File: src/rtl/button_debounce.sv
// Per-button debounce and press classification: turns synchronized, inverting
// button levels into single-cycle press / release / long-press / repeat events.
module button_debounce #(
  parameter int unsigned NUM_BUTTONS       = 2,
  parameter int unsigned DEBOUNCE_CYCLES   = 500_000,
  parameter int unsigned LONG_PRESS_CYCLES = 50_000_000,
  parameter int unsigned REPEAT_CYCLES     = 10_000_000
) (
  input  logic                   clock,
  input  logic                   reset_s2_n,
  input  logic [NUM_BUTTONS-1:0] button_s2_n,
  output logic [NUM_BUTTONS-1:0] pressed,
  output logic [NUM_BUTTONS-1:0] released,
  output logic [NUM_BUTTONS-1:0] long_pressed,
  output logic [NUM_BUTTONS-1:0] repeat_pulse,
  output logic [NUM_BUTTONS-1:0] button_state
);

  localparam int unsigned MAX_DL     = (DEBOUNCE_CYCLES > LONG_PRESS_CYCLES) ?
                                       DEBOUNCE_CYCLES : LONG_PRESS_CYCLES;
  localparam int unsigned MAX_CYCLES = (MAX_DL > REPEAT_CYCLES) ? MAX_DL : REPEAT_CYCLES;
  localparam int unsigned CNT_W      = $clog2(MAX_CYCLES) + 1;

  localparam logic [CNT_W-1:0] DEB_LIMIT  = CNT_W'(DEBOUNCE_CYCLES);
  localparam logic [CNT_W-1:0] LONG_LIMIT = CNT_W'(LONG_PRESS_CYCLES);
  localparam logic [CNT_W-1:0] REP_LIMIT  = CNT_W'(REPEAT_CYCLES);
  localparam logic [CNT_W-1:0] CNT_ONE    = CNT_W'(1);

  typedef enum logic [2:0] {
    IDLE,
    PRESS_WAIT,
    HELD,
    LONG_HELD,
    RELEASE_WAIT
  } state_t;

  for (genvar i = 0; i < NUM_BUTTONS; i++) begin : g_chan
    state_t           state;
    logic [CNT_W-1:0] count;
    logic [CNT_W-1:0] count_inc;
    logic             button_up;
    logic             long_flag;
    logic             press_q, release_q, long_q, repeat_q, level_q;

    assign button_up = button_s2_n[i];
    assign count_inc = count + CNT_ONE;

    // Counter is cleared on every state change, so it can never run past
    // the largest limit and never wraps.
    // NOTE: all state and outputs here update with <= so every branch reads
    // the pre-edge values, independent of statement order.
    always_ff @(posedge clock or negedge reset_s2_n) begin
      if (!reset_s2_n) begin
        state     <= IDLE;
        count     <= '0;
        long_flag <= 1'b0;
        press_q   <= 1'b0;
        release_q <= 1'b0;
        long_q    <= 1'b0;
        repeat_q  <= 1'b0;
        level_q   <= 1'b0;
      end else begin
        press_q   <= 1'b0;
        release_q <= 1'b0;
        long_q    <= 1'b0;
        repeat_q  <= 1'b0;
        case (state)
          IDLE: begin
            if (!button_up) begin
              state <= PRESS_WAIT;
              count <= CNT_ONE;
            end
          end
          PRESS_WAIT: begin
            if (button_up) begin
              state <= IDLE;
              count <= '0;
            end else if (count_inc == DEB_LIMIT) begin
              state   <= HELD;
              count   <= '0;
              press_q <= 1'b1;
              level_q <= 1'b1;
            end else begin
              count <= count_inc;
            end
          end
          HELD: begin
            if (button_up) begin
              state <= RELEASE_WAIT;
              count <= CNT_ONE;
            end else if (count_inc == LONG_LIMIT) begin
              state     <= LONG_HELD;
              count     <= '0;
              long_q    <= 1'b1;
              long_flag <= 1'b1;
            end else begin
              count <= count_inc;
            end
          end
          LONG_HELD: begin
            if (button_up) begin
              state <= RELEASE_WAIT;
              count <= CNT_ONE;
            end else if (count_inc == REP_LIMIT) begin
              count    <= '0;
              repeat_q <= 1'b1;
            end else begin
              count <= count_inc;
            end
          end
          RELEASE_WAIT: begin
            // A bounce back to pushed restarts long-press / repeat timing.
            if (!button_up) begin
              state <= long_flag ? LONG_HELD : HELD;
              count <= '0;
            end else if (count_inc == DEB_LIMIT) begin
              state     <= IDLE;
              count     <= '0;
              release_q <= 1'b1;
              level_q   <= 1'b0;
              long_flag <= 1'b0;
            end else begin
              count <= count_inc;
            end
          end
          default: begin
            state <= IDLE;
            count <= '0;
          end
        endcase
      end
    end

    assign pressed[i]      = press_q;
    assign released[i]     = release_q;
    assign long_pressed[i] = long_q;
    assign repeat_pulse[i] = repeat_q;
    assign button_state[i] = level_q;
  end

endmodule

File: config.mk
export PLATFORM = sky130hd
export DESIGN_NAME = button_debounce
export DESIGN_NICKNAME = d
export VERILOG_FILES = /design/src/rtl/button_debounce.sv
export SDC_FILE = /design/constraint.sdc
export NUM_CORES = 1
export LEC_CHECK = 0
export CORE_ASPECT_RATIO = 0.8
export CORE_MARGIN = 3
export CORE_UTILIZATION = 60
export CTS_CLUSTER_SIZE = 12
export DETAILED_ROUTE_END_ITERATION = 8
export PLACE_DENSITY_LB_ADDON = 0.1
export SETUP_SLACK_MARGIN = 0.4
export SLEW_MARGIN = 20
export SYNTH_ARGS = -nofsm -noshare
export SYNTH_HDL_FRONTEND = slang
export SYNTH_SLANG_ARGS = --single-unit
File: constraint.sdc
create_clock -name clock -period 5.6 [get_ports clock]
set_clock_uncertainty 0.05 [all_clocks]
set_input_delay 0.56 -clock clock [delete_from_list [all_inputs] [get_ports clock]]
set_output_delay 0.56 -clock clock [all_outputs]
set_load 0.05 [all_outputs]
Word-level counts from Yosys, hierarchy flattened:

Index checks and enable logic that the tools add are counted.

* word-level logic and storage cells: 142
* bits of input ports: 4
* output and inout bits: 10
* register bits after elaboration: 72

* equal/unequal tests: 36
* mux-type cells: 76
* $add $sub $neg: 2
* reduce and logical (&&, ||, !) cells: 12

Operators by type and width (number)
* 27-bit two-way mux: 16
* 27-bit case mux with 5 select lines: 2
* 27-bit by 1-bit adder with 27-bit output (second input constant): 2
* 27-bit by 19-bit equality test with 1-bit output (second input constant): 2
* 27-bit by 24-bit equality test with 1-bit output (second input constant): 2
* 27-bit by 26-bit equality test with 1-bit output (second input constant): 2
* 3-bit two-way mux: 16
* 1-bit two-way mux: 36
* 2-bit inequality test (second input constant): 16
* 3-bit case mux with 5 select lines: 2
* 5-bit AND reduction: 6
* 3-bit inequality test (second input constant): 6
* 3-bit by 2-bit equality test with 1-bit output (second input constant): 4
* 1-bit case mux with 2 select lines: 4
* 2-bit nonzero test: 4
* 3-bit by 1-bit equality test with 1-bit output (second input constant): 2
* 3-bit equality test (second input constant): 2
* 3-bit logical NOT: 2

Longest topological paths before layout:

* depth in word-level cells: 5
* gate-level depth with buffers: 13

Worst setup path before layout:

No wires, ideal clock.

* kind: register to register
* start point: reg g_chan[0].count[1]
* end point: reg g_chan[0].count[13]
* stages on the path, launching flop included: 12
* setup time: 127 ps
* required time: 5423 ps
* data arrival time: 3321 ps
* setup slack: 2101 ps
* clock period less this slack: 3499 ps
* buffers on the path: 1
* cell sequence: dfrtp_1 ha_1 nand4_2 or4_4 or4_4 and2_1 a2111oi_2 nand4_2 a211o_4 buf_6 a21oi_1 o22ai_1

* longest elaborated chain between the ends: 5

Ends and longest elaborated chain
* start, declared: line 39 `logic [CNT_W-1:0] count;`
* start signal, assigned: line 84 `count <= count_inc;`
* start signal, assigned: line 97 `count <= count_inc;`
* start signal, assigned: line 108 `count <= count_inc;`
* 27-bit by 1-bit adder with 27-bit output *: line 46 `assign count_inc = count + CNT_ONE;`
* 27-bit by 19-bit equality test with 1-bit output, or another cell as far along: line 78, 116
* 27-bit two-way mux (on tied branches) (2 in series)
* 27-bit case mux with 5 select lines *: line 67 `case (state)`

Mark *: on every way between the ends. The rest lies on a longest branch, timed or not.
A chain may end at the register's enable or synchronous reset.

Final worst setup path:

* start point: reg g_chan[1].count[0]
* end point: reg g_chan[1].count[25]

* longest elaborated chain between the ends: 5

Ends and longest elaborated chain (line)
* start, declared: 39
* start signal, assigned: 84
* start signal, assigned: 97
* start signal, assigned: 108
* 27-bit by 1-bit adder with 27-bit output *: 46
* 27-bit by 19-bit equality test with 1-bit output, or another cell as far along: 78, 116
* 27-bit two-way mux (on tied branches) (2 in series)
* 27-bit case mux with 5 select lines *: 67

Marks and branches as above.

==> results.md <==
* Status: finished, final reports clean
* Reg2reg start: g_chan[1].count[0]
* Gr usage total at 29.14%
* Worst-case clock buffer depth at 2
* Period utilisation layout at 78.89%
* Post-DRT Antenna Nets at 0
* Setup TNS at 0 ps
* Rows at 29
* Setup violation total in the final timing report at 0
* Via density at 6.954
* Sw Pwr at 0.3806 mW
* DR vias at 5028
* Cell taking the most area after synthesis: dfrtp_1
* Worst setup margin at 1182 ps
* Worst path arrival time at 4580 ps
* Synth top cells by count: 72 x dfrtp_1, 69 x nand2_1, 46 x o21ai_0, 40 x nor2_1, 35 x a21oi_1
* Dominant cells by area after synthesis: dfrtp_1 35%, nand2_1 5.1%, o21ai_0 4.5%, nand4_1 3.9%, a21oi_1 3.4%
* Total gr overflow at 0
* Fraction of layout cells with a size suffix above 1 at 7.967%
* Cell Area, Placed at 5169 sq um
* Avg Cell Area, Syn at 8.067 sq um
* Peak VDD IR at 192.7 uV
* Fin crit period at 4418 ps
* Worst setup path start: g_chan[1].count[0]
* Core Util, Final at 66.04%
* Share of synthesized flip-flops with an asynchronous set or reset at 100.0%
* Core Area at 8128 sq um
* CP endpoint kind: flop
* Post-Syn Instances at 635
* Sequential area share after synthesis at 35.17%
* Clock slew at reported path FFs at 80 ps
* Leak pwr at 1.992 nW
* Post-Synthesis Net Count at 641
* Hold_buf cts at 0
* Hpwl dp at 9401 um
* Area Growth Syn to Fin at 4.788%
* Maximum clock rate at 0.2264 GHz
* Post-synth top flop: dfrtp_1
* Post-synth cell types at 67
* Total CTS buffers at 9
* Nets at 616
* Root Buffer: clkbuf_8
* RSZ-0062 raised after global routing: false
* Initial antenna violation count at 0
* Pre-CTS setup slack at 928.5 ps
* Post-CTS Setup Bufs at 0
* Remaining DRCs at 0
* H-Tree Depth at 3
* Routed wire length at 13450 um
* Flop pwr share at 48.5%
* Die Height at 88.64 um
* Maxcap violations at 0
* CP Class: flop to flop
* Worst EP required at 5760 ps
* Starting Density at 63.02%
* #FFs+latches synth at 72
* N_diodes at 0
* Clk sink count at 72
* Placer Congestion at 0.9343
* Number of flops mapped to enable cells by yosys at 0
* P_int at 0.7914 mW
* P per Cell Area at 218.3 nW/um^2
* Clock network fraction of total power at 35.3%
* TritonCTS clock tree: built
* WL per Instance at 18.60 um
* First-pass GRT wire length at 22320 um
* Pins Over Slew Limit at 0
* First-iteration detailed-routing DRC count at 685
* Smallest hold slack at 269.0 ps
* Largest net degree at the start of global routing at 73
* Warnings, synthesis at 0
* Top cell type's share of synthesized area at 35.17%
* Clk_lat worst skew at 360 ps
* Fin area at 5368 sq um
* IO buf count at 13
* Worst-margin pin slew at 975.7 ps
* Cell area after synthesis at 5122 sq um
* Pre-antenna DRT Iters at 6
* Die W at 109.3 um
* Combinational power share at 16.1%
* Vias in the first global route at 4399
* Final Hold Viols at 0
* Max-slew headroom at 34.35%
* Die area at 9689 sq um
* Post-cts sizing count at 0
* HP Class: input pin to async pin
* Sw frac at 32.48%
* I/O pin count at 14
* Most repeated cell in the gate-level netlist after synthesis: dfrtp_1
* Startpoint types: flop
* CP Max Fanout at 16
==> layout make-up <==
class / instances / area [sq um]
inverter: 22 / 82.58
fill: 665 / 2760
clock inverter: 7 / 70.07
tap: 108 / 135.1
sequential: 72 / 1802
timing repair buffer: 19 / 172.7
multi-input combinational: 486 / 2982
clock buffer: 9 / 123.9
==> state kept, by name, summed over array words and instances, names as in the netlist <==
register / count
g_chan.count: 54
g_chan.state: 6
g_chan.level_q: 2
g_chan.long_flag: 2
g_chan.long_q: 2
g_chan.press_q: 2
g_chan.release_q: 2
g_chan.repeat_q: 2
==> metrics by stage <==
| stage | power [mW] | instances |
|---|---|---|
| floorplan | 0.6966 | 635 |
| global placement | 0.7562 | 707 |
| detailed placement | 0.7581 | 707 |
| CTS | 1.175 | 723 |
| global route | 1.232 | 723 |
| finish | 1.172 | 723 |
==> metal layers <==
layer / global-route usage, % / up-vias / routed length, um / share of wire (%)
met4: 8.267 / 0 / 209 / 1.6
met3: 8.315 / 34 / 1569 / 12
met2: 37.51 / 289 / 5314 / 40
li1: - / 2330 / - / -
met1: 46.52 / 2375 / 6352 / 47
met5: 0 / - / 0 / 0
==> worst paths after layout <==
path | end | cells after the start | slack [ps]
hold / removal | g_chan[0].count[5] | 1 | 270
max in group asynchronous | g_chan[1].count[1] | 1 | 4650
min in group clock | g_chan[1].level_q | 1 | 430
setup / recovery | g_chan[1].count[25] | 10 | 1180
setup reg to reg | g_chan[1].count[25] | 10 | 1180
hold reg to reg | g_chan[1].level_q | 1 | 430
==> cells in the final DEF, fill, tap and decap left out, drive strengths merged, types with 3 or more instances in the layout <==
cell type,netlist,final
and4,17,17
or4,9,9
nand4,34,34
o22ai,13,13
xnor2,16,16
nand2b,3,3
nor3,15,15
inv,22,23
o211ai,6,6
or3,12,12
a211oi,11,11
and3,12,12
o31ai,12,12
nand3,29,29
nor4,21,21
nand2,69,69
clkbuf,38,9
o221ai,5,5
clkdlybuf4s50,0,12
nor2,41,41
a21o,7,7
a31oi,8,8
buf,17,7
o31a,4,4
xor2,7,7
o21ai,49,49
dfrtp,72,72
and2,5,5
or2,5,5
clkinv,0,4
nor2b,5,5
a21oi,35,35
==> critical path: stages (launching register included) <==
cell and delay [ps]:
dfrtp_1 460, ha_1 260, nand4_1 210, nor4_1 880, nand4_1 290, xor2_1 290
nand4_1 200, nor4_2 500, nor2_2 270, nor2_2 610, o21ai_0 210
==> power groups by stage <==
stage / Combinational, mW / Clock [mW] / Sequential, mW
2_1_floorplan: 0.140 / 0 / 0.556
3_3_place_gp: 0.182 / 0 / 0.575
6_report: 0.189 / 0.414 / 0.569
3_5_place_dp: 0.182 / 0 / 0.576
4_1_cts: 0.183 / 0.425 / 0.567
5_1_grt: 0.210 / 0.451 / 0.571
==> cell families after synthesis <==
family / after synthesis / synth area share [%]
muxes: 2 / 0.3908
and+or+nand+nor: 286 / 31.12
AOI/OAI and AO/OA: 173 / 22.06
buffers and inverters: 77 / 6.839
DFF: 72 / 35.17
xor gates and xnor gates: 23 / 3.933
adders and majority gates: 2 / 0.4884
(Power assumes the default switching activity.)
